[config.mk]
export PLATFORM = sky130hd
export DESIGN_NAME = csi2_delay_calib
export DESIGN_NICKNAME = d
export VERILOG_FILES = /design/src/rtl/csi2_calib_pkg.sv /design/src/rtl/csi2_eye_tracker.sv /design/src/rtl/csi2_delay_calib.sv
export SDC_FILE = /design/constraint.sdc
export NUM_CORES = 1
export LEC_CHECK = 0
export CAP_MARGIN = 20
export CORE_UTILIZATION = 40
export CTS_BUF_LIST = sky130_fd_sc_hd__clkbuf_16
export CTS_CLUSTER_DIAMETER = 120
export DETAILED_ROUTE_END_ITERATION = 6
export GPL_ROUTABILITY_DRIVEN = 0
export GPL_TIMING_DRIVEN = 0
export RECOVER_POWER = 50
export SYNTH_ARGS = -nofsm -noshare
export SYNTH_HDL_FRONTEND = slang
export SYNTH_HIERARCHICAL = 1
export SYNTH_SLANG_ARGS = --single-unit
[constraint.sdc]
create_clock -name clk_i -period 3.6 [get_ports clk_i]
set_clock_uncertainty 0.05 [all_clocks]
set_input_delay 0.36 -clock clk_i [delete_from_list [all_inputs] [get_ports clk_i]]
set_output_delay 0.36 -clock clk_i [all_outputs]
set_load 0.02 [all_outputs]
[src/rtl/csi2_calib_pkg.sv]
// csi2_calib_pkg: shared widths and FSM state encoding for the CSI2 delay calibrator.
package csi2_calib_pkg;
   localparam int TAP_W   = 5;
   localparam int TAP_CNT = 32;
   localparam int LEN_W   = 6;
   typedef enum logic [3:0] {
      ST_IDLE, ST_APPLY, ST_SETTLE, ST_SYNC, ST_DWELL, ST_EVAL,
      ST_FINAL, ST_APPLY_FINAL, ST_LOCKED, ST_FAIL
   } calib_state_t;
endpackage

[src/rtl/csi2_eye_tracker.sv]
// csi2_eye_tracker: tracks the current and widest contiguous run of good taps.
// Ports: clk_i/rst_n_i clock and async active-low reset; clr_i clears all window regs;
//   upd_i scores tap_i as good_i; best_start_o/best_len_o give the widest run seen so far.
module csi2_eye_tracker
   import csi2_calib_pkg::*;
(
   input  logic             clk_i,
   input  logic             rst_n_i,
   input  logic             clr_i,
   input  logic             upd_i,
   input  logic [TAP_W-1:0] tap_i,
   input  logic             good_i,
   output logic [TAP_W-1:0] best_start_o,
   output logic [LEN_W-1:0] best_len_o
);
   logic [TAP_W-1:0] cur_start_q, cur_start_d, best_start_q, best_start_d;
   logic [LEN_W-1:0] cur_len_q, cur_len_d, best_len_q, best_len_d;
   logic             take_best;
   // strict compare keeps the first of equally wide windows
   always_comb begin
      cur_start_d  = clr_i ? '0 : (upd_i && good_i && cur_len_q == '0) ? tap_i : cur_start_q;
      cur_len_d    = clr_i ? '0 : !upd_i ? cur_len_q : good_i ? cur_len_q + LEN_W'(1) : '0;
      take_best    = upd_i && good_i && cur_len_d > best_len_q;
      best_start_d = clr_i ? '0 : take_best ? cur_start_d : best_start_q;
      best_len_d   = clr_i ? '0 : take_best ? cur_len_d : best_len_q;
   end
   always_ff @(posedge clk_i or negedge rst_n_i)
      if (!rst_n_i) begin
         cur_start_q  <= '0;
         cur_len_q    <= '0;
         best_start_q <= '0;
         best_len_q   <= '0;
      end else begin
         cur_start_q  <= cur_start_d;
         cur_len_q    <= cur_len_d;
         best_start_q <= best_start_d;
         best_len_q   <= best_len_d;
      end
   assign best_start_o = best_start_q;
   assign best_len_o   = best_len_q;
endmodule

[src/rtl/csi2_delay_calib.sv]
// csi2_delay_calib: sweeps the shared DPHY lane tap, scores each tap by CSI2 errors, loads the eye centre.
// Ports: clk_i/rst_n_i clock and async active-low reset; start_i starts/restarts calibration;
//   frame_start_i, header_err_i, crc_err_i link pulses; delay_act_o tap load strobe;
//   lane_delay_o tap per lane; busy_o/locked_o/fail_o status; eye_start_o/eye_width_o best window.
// Option: define CSI2_CALIB_AUTO_RECAL_EN to re-sweep from LOCKED when 4+ errors hit one 64-frame window.
module csi2_delay_calib
   import csi2_calib_pkg::*;
#(
   parameter int unsigned DATA_LANES     = 2,
   parameter int unsigned DWELL_FRAMES   = 4,
   parameter int unsigned SETTLE_CYCLES  = 64,
   parameter int unsigned TIMEOUT_CYCLES = 2**20,
   parameter int unsigned MIN_EYE        = 3,
   parameter int unsigned DEFAULT_TAP    = 16
) (
   input  logic                        clk_i,
   input  logic                        rst_n_i,
   input  logic                        start_i,
   input  logic                        frame_start_i,
   input  logic                        header_err_i,
   input  logic                        crc_err_i,
   output logic                        delay_act_o,
   output logic [DATA_LANES*TAP_W-1:0] lane_delay_o,
   output logic                        busy_o,
   output logic                        locked_o,
   output logic                        fail_o,
   output logic [TAP_W-1:0]            eye_start_o,
   output logic [LEN_W-1:0]            eye_width_o
);
   localparam int TO_W = $clog2(TIMEOUT_CYCLES + 1);
   localparam logic [TO_W-1:0]  TO_LAST  = TO_W'(TIMEOUT_CYCLES - 1);
   localparam logic [15:0]      SET_LAST = 16'(SETTLE_CYCLES - 1);
   localparam logic [7:0]       DW_LAST  = 8'(DWELL_FRAMES - 1);
   localparam logic [TAP_W-1:0] DEF_TAP  = TAP_W'(DEFAULT_TAP);
   calib_state_t     state_q;
   logic [TAP_W-1:0] tap_q, lane_tap_q, eye_start_q, best_start, fin_tap;
   logic [LEN_W-1:0] eye_width_q, best_len;
   logic [15:0]      cnt_q;
   logic [TO_W-1:0]  to_q;
   logic [7:0]       frm_q;
   logic             bad_q, delay_act_q, locked_q, fail_q;
   logic             err, restart, recal, eye_ok;
   assign err     = header_err_i | crc_err_i;
   assign restart = (start_i && state_q inside {ST_IDLE, ST_LOCKED, ST_FAIL}) || recal;
   assign eye_ok  = best_len >= LEN_W'(MIN_EYE);
   assign fin_tap = TAP_W'(LEN_W'(best_start) + ((best_len - LEN_W'(1)) >> 1));
   csi2_eye_tracker u_eye (
      .clk_i        (clk_i),
      .rst_n_i      (rst_n_i),
      .clr_i        (restart),
      .upd_i        (state_q == ST_EVAL),
      .tap_i        (tap_q),
      .good_i       (!bad_q),
      .best_start_o (best_start),
      .best_len_o   (best_len)
   );
`ifdef CSI2_CALIB_AUTO_RECAL_EN
   logic [5:0] rc_frm_q;
   logic [2:0] rc_err_q;
   // error budget restarts with every 64th frame while locked
   always_ff @(posedge clk_i or negedge rst_n_i)
      if (!rst_n_i) begin
         rc_frm_q <= '0;
         rc_err_q <= '0;
      end else if (state_q != ST_LOCKED || (frame_start_i && rc_frm_q == 6'd63)) begin
         rc_frm_q <= '0;
         rc_err_q <= '0;
      end else begin
         rc_frm_q <= rc_frm_q + {5'd0, frame_start_i};
         rc_err_q <= rc_err_q + {2'd0, err};
      end
   assign recal = state_q == ST_LOCKED && err && rc_err_q == 3'd3;
`else
   assign recal = 1'b0;
`endif
   always_ff @(posedge clk_i or negedge rst_n_i)
      if (!rst_n_i) begin
         state_q     <= ST_IDLE;
         tap_q       <= '0;
         lane_tap_q  <= DEF_TAP;
         cnt_q       <= '0;
         to_q        <= '0;
         frm_q       <= '0;
         bad_q       <= 1'b0;
         delay_act_q <= 1'b0;
         locked_q    <= 1'b0;
         fail_q      <= 1'b0;
         eye_start_q <= '0;
         eye_width_q <= '0;
      end else begin
         delay_act_q <= 1'b0;
         if (restart) begin
            state_q  <= ST_APPLY;
            tap_q    <= '0;
            locked_q <= 1'b0;
            fail_q   <= 1'b0;
         end else
            case (state_q)
               ST_APPLY: begin
                  lane_tap_q  <= tap_q;
                  delay_act_q <= 1'b1;
                  cnt_q       <= '0;
                  state_q     <= ST_SETTLE;
               end
               ST_SETTLE: begin
                  cnt_q <= cnt_q + 16'd1;
                  to_q  <= '0;
                  if (cnt_q == SET_LAST) state_q <= ST_SYNC;
               end
               ST_SYNC: begin
                  to_q <= to_q + TO_W'(1);
                  frm_q <= '0;
                  bad_q <= !frame_start_i;
                  state_q <= frame_start_i ? ST_DWELL : (to_q == TO_LAST) ? ST_EVAL : ST_SYNC;
               end
               ST_DWELL: begin
                  to_q  <= to_q + TO_W'(1);
                  frm_q <= frm_q + {7'd0, frame_start_i};
                  // an error coinciding with the closing frame still belongs to this tap
                  if (err) bad_q <= 1'b1;
                  if (frame_start_i && frm_q == DW_LAST) state_q <= ST_EVAL;
                  else if (to_q == TO_LAST) begin
                     bad_q   <= 1'b1;
                     state_q <= ST_EVAL;
                  end
               end
               ST_EVAL: begin
                  tap_q   <= tap_q == TAP_W'(TAP_CNT - 1) ? tap_q : tap_q + TAP_W'(1);
                  state_q <= tap_q == TAP_W'(TAP_CNT - 1) ? ST_FINAL : ST_APPLY;
               end
               ST_FINAL: begin
                  eye_start_q <= best_start;
                  eye_width_q <= best_len;
                  tap_q       <= eye_ok ? fin_tap : DEF_TAP;
                  state_q     <= ST_APPLY_FINAL;
               end
               ST_APPLY_FINAL: begin
                  lane_tap_q  <= tap_q;
                  delay_act_q <= 1'b1;
                  locked_q    <= eye_ok;
                  fail_q      <= !eye_ok;
                  state_q     <= eye_ok ? ST_LOCKED : ST_FAIL;
               end
               default: ;
            endcase
      end
   assign delay_act_o  = delay_act_q;
   assign lane_delay_o = {DATA_LANES{lane_tap_q}};
   assign busy_o       = !(state_q inside {ST_IDLE, ST_LOCKED, ST_FAIL});
   assign locked_o     = locked_q;
   assign fail_o       = fail_q;
   assign eye_start_o  = eye_start_q;
   assign eye_width_o  = eye_width_q;
endmodule
Word-level counts from Yosys, hierarchy flattened
Index checks and enable logic that the tools add are counted.
{"block": "classes", "add_sub_neg": 7, "magnitude_cmp": 2, "eq_ne": 16, "muxes": 35, "bitwise": 2, "reduce_logical": 28}
{"op": "$pmux 21 s2", "n": 1}
{"op": "$mux 5", "n": 7}
{"op": "$pmux 16 s2", "n": 1}
{"op": "$mux 6", "n": 5}
{"op": "$pmux 4 s7", "n": 1}
{"op": "$add 21x1->21 const B", "n": 1}
{"op": "$eq 21x20->1 const B", "n": 1}
{"op": "$add 16x1->16 const B", "n": 1}
{"op": "$eq 16x6->1 const B", "n": 1}
{"op": "$eq 4x3->1 const B", "n": 4}
{"op": "$mux 4", "n": 4}
{"op": "$pmux 8 s2", "n": 1}
{"op": "$reduce_and 2->1", "n": 6}
{"op": "$mux 1", "n": 10}
{"op": "$pmux 5 s2", "n": 1}
{"op": "$reduce_bool 2->1", "n": 5}
{"op": "$mux 3", "n": 3}
{"op": "$add 8x1->8", "n": 1}
{"op": "$eq 4x2->1 const B", "n": 2}
{"op": "$eq 4x4->1 const B", "n": 2}
{"op": "$eq 8x2->1 const B", "n": 1}
{"op": "$reduce_bool 8->1", "n": 1}
{"op": "$add 6x1->6 const B", "n": 1}
{"op": "$ge 6x2->1 const B", "n": 1}
{"op": "other kinds (18)", "n": 28}
{"block": "word_totals", "register_bits": 96, "wordCells": 106}

Logic depth before layout (Yosys ltp)
{"block": "logic_depth", "depth_word": 8, "ltp_mapped": 14}

Cells and area by module
The synthesis kept the hierarchy.
{"module": "csi2_delay_calib", "n_inst": 1, "cells_each": 432, "area_each_um2": 4033.9, "seq_area_each_um2": 1853.0}
{"module": "csi2_eye_tracker", "n_inst": 1, "cells_each": 114, "area_each_um2": 1231.2, "seq_area_each_um2": 550.5}

Worst setup path before layout
Ideal clock, no wire load.
{"block": "synth_path", "path_type": "reg2reg", "startpoint": "register state_q[0]", "endpoint": "register u_eye.best_len_q[0], in the netlist u_eye/best_len_o[0]", "setup_ps": 128, "arrival_ps": 3000, "required_time_ps": 3422, "setup_slack_ps": 423, "path_stages_with_launch": 15, "period_less_slack_ps": 3177, "cell_sequence": "dfrtp_1 buf_4 clkbuf_1 inv_1 o211ai_1 inv_1 buf_2 a21o_1 nor2_1 ha_1 a21oi_1 nor2_1 o31ai_1 buf_4 mux2_1"}
{"block": "synth_via", "elab_chain_cells": 7, "word_cells_on_any_way": 14, "classes_between": "order compare (1); eq/ne (3); mux (4); reduce/logical (6)"}
{"item": "from (decl)", "line": "csi2_delay_calib.sv:35", "rtl": "calib_state_t state_q;"}
{"item": "from (signal assigned)", "line": "csi2_delay_calib.sv:114", "rtl": "state_q <= frame_start_i ? ST_DWELL : (to_q == TO_LAST) ? ST_EVAL : ST_SYNC;"}
{"item": "from (signal assigned)", "line": "csi2_delay_calib.sv:129", "rtl": "state_q <= tap_q == TAP_W'(TAP_CNT - 1) ? ST_FINAL : ST_APPLY;"}
{"item": "from (signal assigned)", "line": "csi2_delay_calib.sv:142", "rtl": "state_q <= eye_ok ? ST_LOCKED : ST_FAIL;"}
{"item": "$eq 4x4->1 / $logic_not 4->1 (equally long branches)", "line": "csi2_delay_calib.sv:44", "rtl": "assign restart = (start_i && state_q inside {ST_IDLE, ST_LOCKED, ST_FAIL}) || recal;"}
{"item": "$reduce_bool 3->1 (*)", "line": "csi2_delay_calib.sv:44"}
{"item": "$logic_and 1x1->1 (*)", "line": "csi2_delay_calib.sv:44"}
{"item": "named net restart", "line": "csi2_delay_calib.sv:42", "rtl": "logic err, restart, recal, eye_ok;"}
{"item": "$mux 6", "line": "csi2_eye_tracker.sv:22", "rtl": "cur_len_d = clr_i ? '0 : !upd_i ? cur_len_q : good_i ? cur_len_q + LEN_W'(1) : '0;"}
{"item": "$gt 6x6->1", "line": "csi2_eye_tracker.sv:23", "rtl": "take_best = upd_i && good_i && cur_len_d > best_len_q;"}
{"item": "$logic_and 1x1->1", "line": "csi2_eye_tracker.sv:23"}
{"item": "$reduce_bool 2->1 (no line)"}
{"item": "to (signal assigned)", "line": "csi2_eye_tracker.sv:37", "rtl": "best_len_q <= best_len_d;"}
{"item": "to (decl)", "line": "csi2_eye_tracker.sv:17", "rtl": "logic [LEN_W-1:0] cur_len_q, cur_len_d, best_len_q, best_len_d;"}
Mark *: on every way through the listed nets, which the timed path passes. The rest lies on a longest branch. The select of a mux whose other input is x is not followed.
A chain may end at the register's enable or synchronous reset.

Worst setup path in the final report
{"block": "layout_path", "startpoint": "register state_q[3]", "endpoint": "register u_eye.best_start_q[2], in the netlist u_eye/best_start_o[2]"}
{"block": "layout_via", "elab_chain_cells": 7, "word_cells_on_any_way": 17, "classes_between": "order compare (1); eq/ne (3); mux (6); reduce/logical (7)"}
{"item": "$eq 4x4->1 (tied with other cells)", "line": "csi2_delay_calib.sv:44"}
{"item": "$reduce_bool 3->1 / $logic_and 1x1->1 (equally long branches)", "line": "csi2_delay_calib.sv:44, csi2_eye_tracker.sv:21, csi2_eye_tracker.sv:23"}
{"item": "$logic_and 1x1->1 (on tied branches)", "line": "csi2_delay_calib.sv:44, csi2_eye_tracker.sv:21"}
{"item": "$mux 6 / $mux 5 (equally long branches)", "line": "csi2_eye_tracker.sv:22, csi2_eye_tracker.sv:21"}
{"item": "$gt 6x6->1 / $mux 5 (equally long branches)", "line": "csi2_eye_tracker.sv:23, csi2_eye_tracker.sv:21"}
{"item": "$logic_and 1x1->1 / $mux 5 (equally long branches)", "line": "csi2_eye_tracker.sv:23, csi2_eye_tracker.sv:24"}
{"item": "$reduce_bool 2->1 (no line) / $mux 5 (equally long branches)"}
{"item": "to (signal assigned)", "line": "csi2_eye_tracker.sv:36", "rtl": "best_start_q <= best_start_d;"}
{"item": "to (decl)", "line": "csi2_eye_tracker.sv:16", "rtl": "logic [TAP_W-1:0] cur_start_q, cur_start_d, best_start_q, best_start_d;"}
Parallel ways exist; a longest one is shown, timed or not. The select of a mux whose other input is x is not followed.

==> metrics.yaml <==
power:
  seqPwrFrac: 0.365
  p_per_area_nw_per_um2: 662
  p_switching_uw: 1520
  ir_worst_vdd_v: 0.000332
  intPower_uw: 2510
  p_total_uw: 4030
  p_sw_frac: 0.378
  clockPowerShare: 0.235
  pwr-share-comb: 0.401
  p_leak_uw: 0.00282
run_status:
  status: "complete, but fails checks"
  violations: "capacitance limit, slew limit"
global_route:
  grt_overflow_total: 0
  grt_pass1_vias: 3911
  antenna_found_initial: 0
  grt_usage: 0.179
  grt_max_degree: 68
  grt_pass1_wl_um: 18900
worst_setup_path:
  required_ns: 3.78
  crit_path_cell_trace: "nand2b_1, clkbuf_1, nor2_1, buf_4, nand4_2, or3_1, a21oi_2, ha_1, a21o_1, o31ai_4, clkbuf_4, mux2_1"
  path_class: "reg2reg"
  endpoint_kind: "flop"
  path_max_fanout: 9
  slowest_delay_ns: 0.41
  arrival_ns: 3.54
  crit_slowest_cell: "dfrtp_1"
  startpoint_type: "flop"
cts:
  path_clk_slew_ns: 0.07
  cts.sinks: 96
  cts_tree: "built"
  clock_path_buffers: 2
  numCtsBuffers: 9
  clock_latency_ns: 0.35
  cts_root_buffer: "clkbuf_16"
  htree_num_levels: 3
die:
  die_w_um: 117
  die_y_um: 117
  ios: 31
  rows: 41
  start_util: 0.414
  core_um2: 12700
  dieArea_um2: 13600
layout:
  diodes: 0
  final_cell_mix: "dfrtp_1, nand2_1, nor2_1, o21ai_0, inv_1"
  layout_commonest_cell: "dfrtp_1"
  finalNetCount: 617
  final_cells: 767
  stdcell_area_um2: 6090
  flow.area_growth_from_synthesis_pct: 15.7
  drive_gt1_frac: 0.106
sta:
  worst_pin_slew_ns: 1.60
  setup_tns_ns: 0
  fmax_ghz: 0.297
  drv_slew: 31
  slew_headroom: -0.0680
  hold_viol: 0
  fin_crit_sh: 0.934
  rsz0062_at_grt: "no"
  period_minus_slack_ns: 3.36
  setup_violations: 0
  setup_slack_ns: 0.236
placement:
  detailedPlace.worstSlack_ns: -0.308
  place_inst: 749
  place_hpwl_um: 8100
  io_buffer_count: 30
  placed_area_um2: 5810
logic_synthesis:
  syn_nets: 573
  ys.warnings.count: 6
  synth_area_um2: 5270
  synth_cells: 546
  synth-edff-count: 0
  synth-seq-cells: 96
  synth_top_area_frac: 0.452
  synthTopCellsByArea: "dfrtp_1, ha_1, nand2_1, o21ai_0, nor2_1"
  ys_types: 62
  syn_area_per_cell_um2: 9.64
  ys_seq_area_frac: 0.457
  synth-main-ff-cell: "dfrtp_1"
  netlist.top_cell.by_area: "dfrtp_1"
  async_reset_ff_frac: 1.00
detailed_routing:
  first_iter_violations: 235
  drt-total-wl_um: 11300
  num_vias: 4092
  vias_per_cell: 5.34
  ant_nets: 0
  avgRoutedWirePerCell_um: 14.7
  firstDrtPassIters: 4
  drc: 0
job:
  maxCapViolations: 1
worst_hold_path:
  hold_class: "reg2reg"
-- worst max-delay path: cells and delay by family, from the launching register on --
family                     cells  cell delay [ns]
AOI/OAI and AO/OA              3             0.71
adders and majority gates      1             0.29
buffers and inverters          3             0.61
DFF                            1             0.41
muxes                          1             0.33
and+or+nand+nor                4             0.86
-- through the flow --
stage	hold slack (ns)	util
floorplan	0.0144	-
global placement	0.407	0.454
detailed placement	0.272	0.456
CTS	0.426	0.480
global route	0.452	0.479
finish	0.425	0.479
-- synthesized netlist by cell type (all sizes together) (10+ instances only) --
cell type	n
a21oi	23
buf	17
clkbuf	10
dfrtp	95
ha	20
inv	23
mux2	18
nand2	63
nand3	21
nand4	20
nor2	47
nor3	13
o21ai	37
o31ai	12
xnor2	15
xor2	13
-- power by group through the flow --
| stage | Combinational, uW | Clock [uW] | Sequential [uW] |
|---|---|---|---|
| global route | 1800 | 1020 | 1500 |
| finish | 1610 | 946 | 1470 |
| global placement | 1610 | 0 | 1490 |
| CTS | 1650 | 980 | 1480 |
| detailed placement | 1650 | 0 | 1500 |
| floorplan | 991 | 0 | 1560 |
-- sequential cells by signal (all words and copies together), names as in the netlist, 6 cells and up --
signal,flops
u_eye/best_len_o,6
frm_q,8
cnt_q,16
eye_width_o,6
to_q,21
u_eye/cur_len_q,6
-- routing by layer --
layer  up-vias  part of all wire  GRT usage
met2        40              0.47      0.285
met3        12             0.020     0.0280
met4         0             0.015     0.0743
met1      2010              0.50      0.244
li1       2030                 -          -
met5         -                 0          0
-- layout make-up --
type | instances | area (um2)
buffer | 26 | 150
clock buffer | 9 | 225
clock inverter | 7 | 62.6
fill | 1258 | 6630
inverter | 23 | 86.3
multi-input combinational | 400 | 2620
sequential | 96 | 2400
tap | 172 | 215
timing repair buffer | 34 | 327
-- logic make-up (layout without fill, tap and decap cells) --
kind of cell             Yosys count  after routing  share of synthesized area
AO/OA/AOI/OAI                    115            115                      0.144
XOR/XNOR                          28             28                     0.0466
adder cells (fa/ha/maj)           21             21                     0.0513
buffers and inverters             50             99                     0.0452
flip-flops                        96             96                      0.457
multiplexers                      21             21                     0.0442
AND/OR/NAND/NOR                  215            215                      0.212
-- worst paths after layout --
path                                             from                                end  slack (ns)  cells past startpoint
setup / recovery               state_q[3]$_DFFE_PN0P_  u_eye/best_start_o[2]$_DFFE_PN0P_        0.24                     12
hold / removal             eye_start_o[3]$_DFFE_PN0P_         eye_start_o[3]$_DFFE_PN0P_        0.43                      2
setup reg to reg               state_q[3]$_DFFE_PN0P_  u_eye/best_start_o[2]$_DFFE_PN0P_        0.24                     12
hold reg to reg            eye_start_o[3]$_DFFE_PN0P_         eye_start_o[3]$_DFFE_PN0P_        0.43                      2
max in group asynchronous                     rst_n_i             state_q[1]$_DFFE_PN0P_        0.77                      3
min in group asynchronous                     rst_n_i                to_q[6]$_DFFE_PN0P_        0.89                      2
-- what timing repair did --
action,in CTS,in global routing
pin swaps,1,0
hold buffers,1,0
endpoints found under the hold margin,29,0
gates resized for setup,0,10
setup endpoints to repair,11,11
buffers inserted,1,0
gates cloned,0,1
No activity file was read; power rests on OpenSTA's default activity.
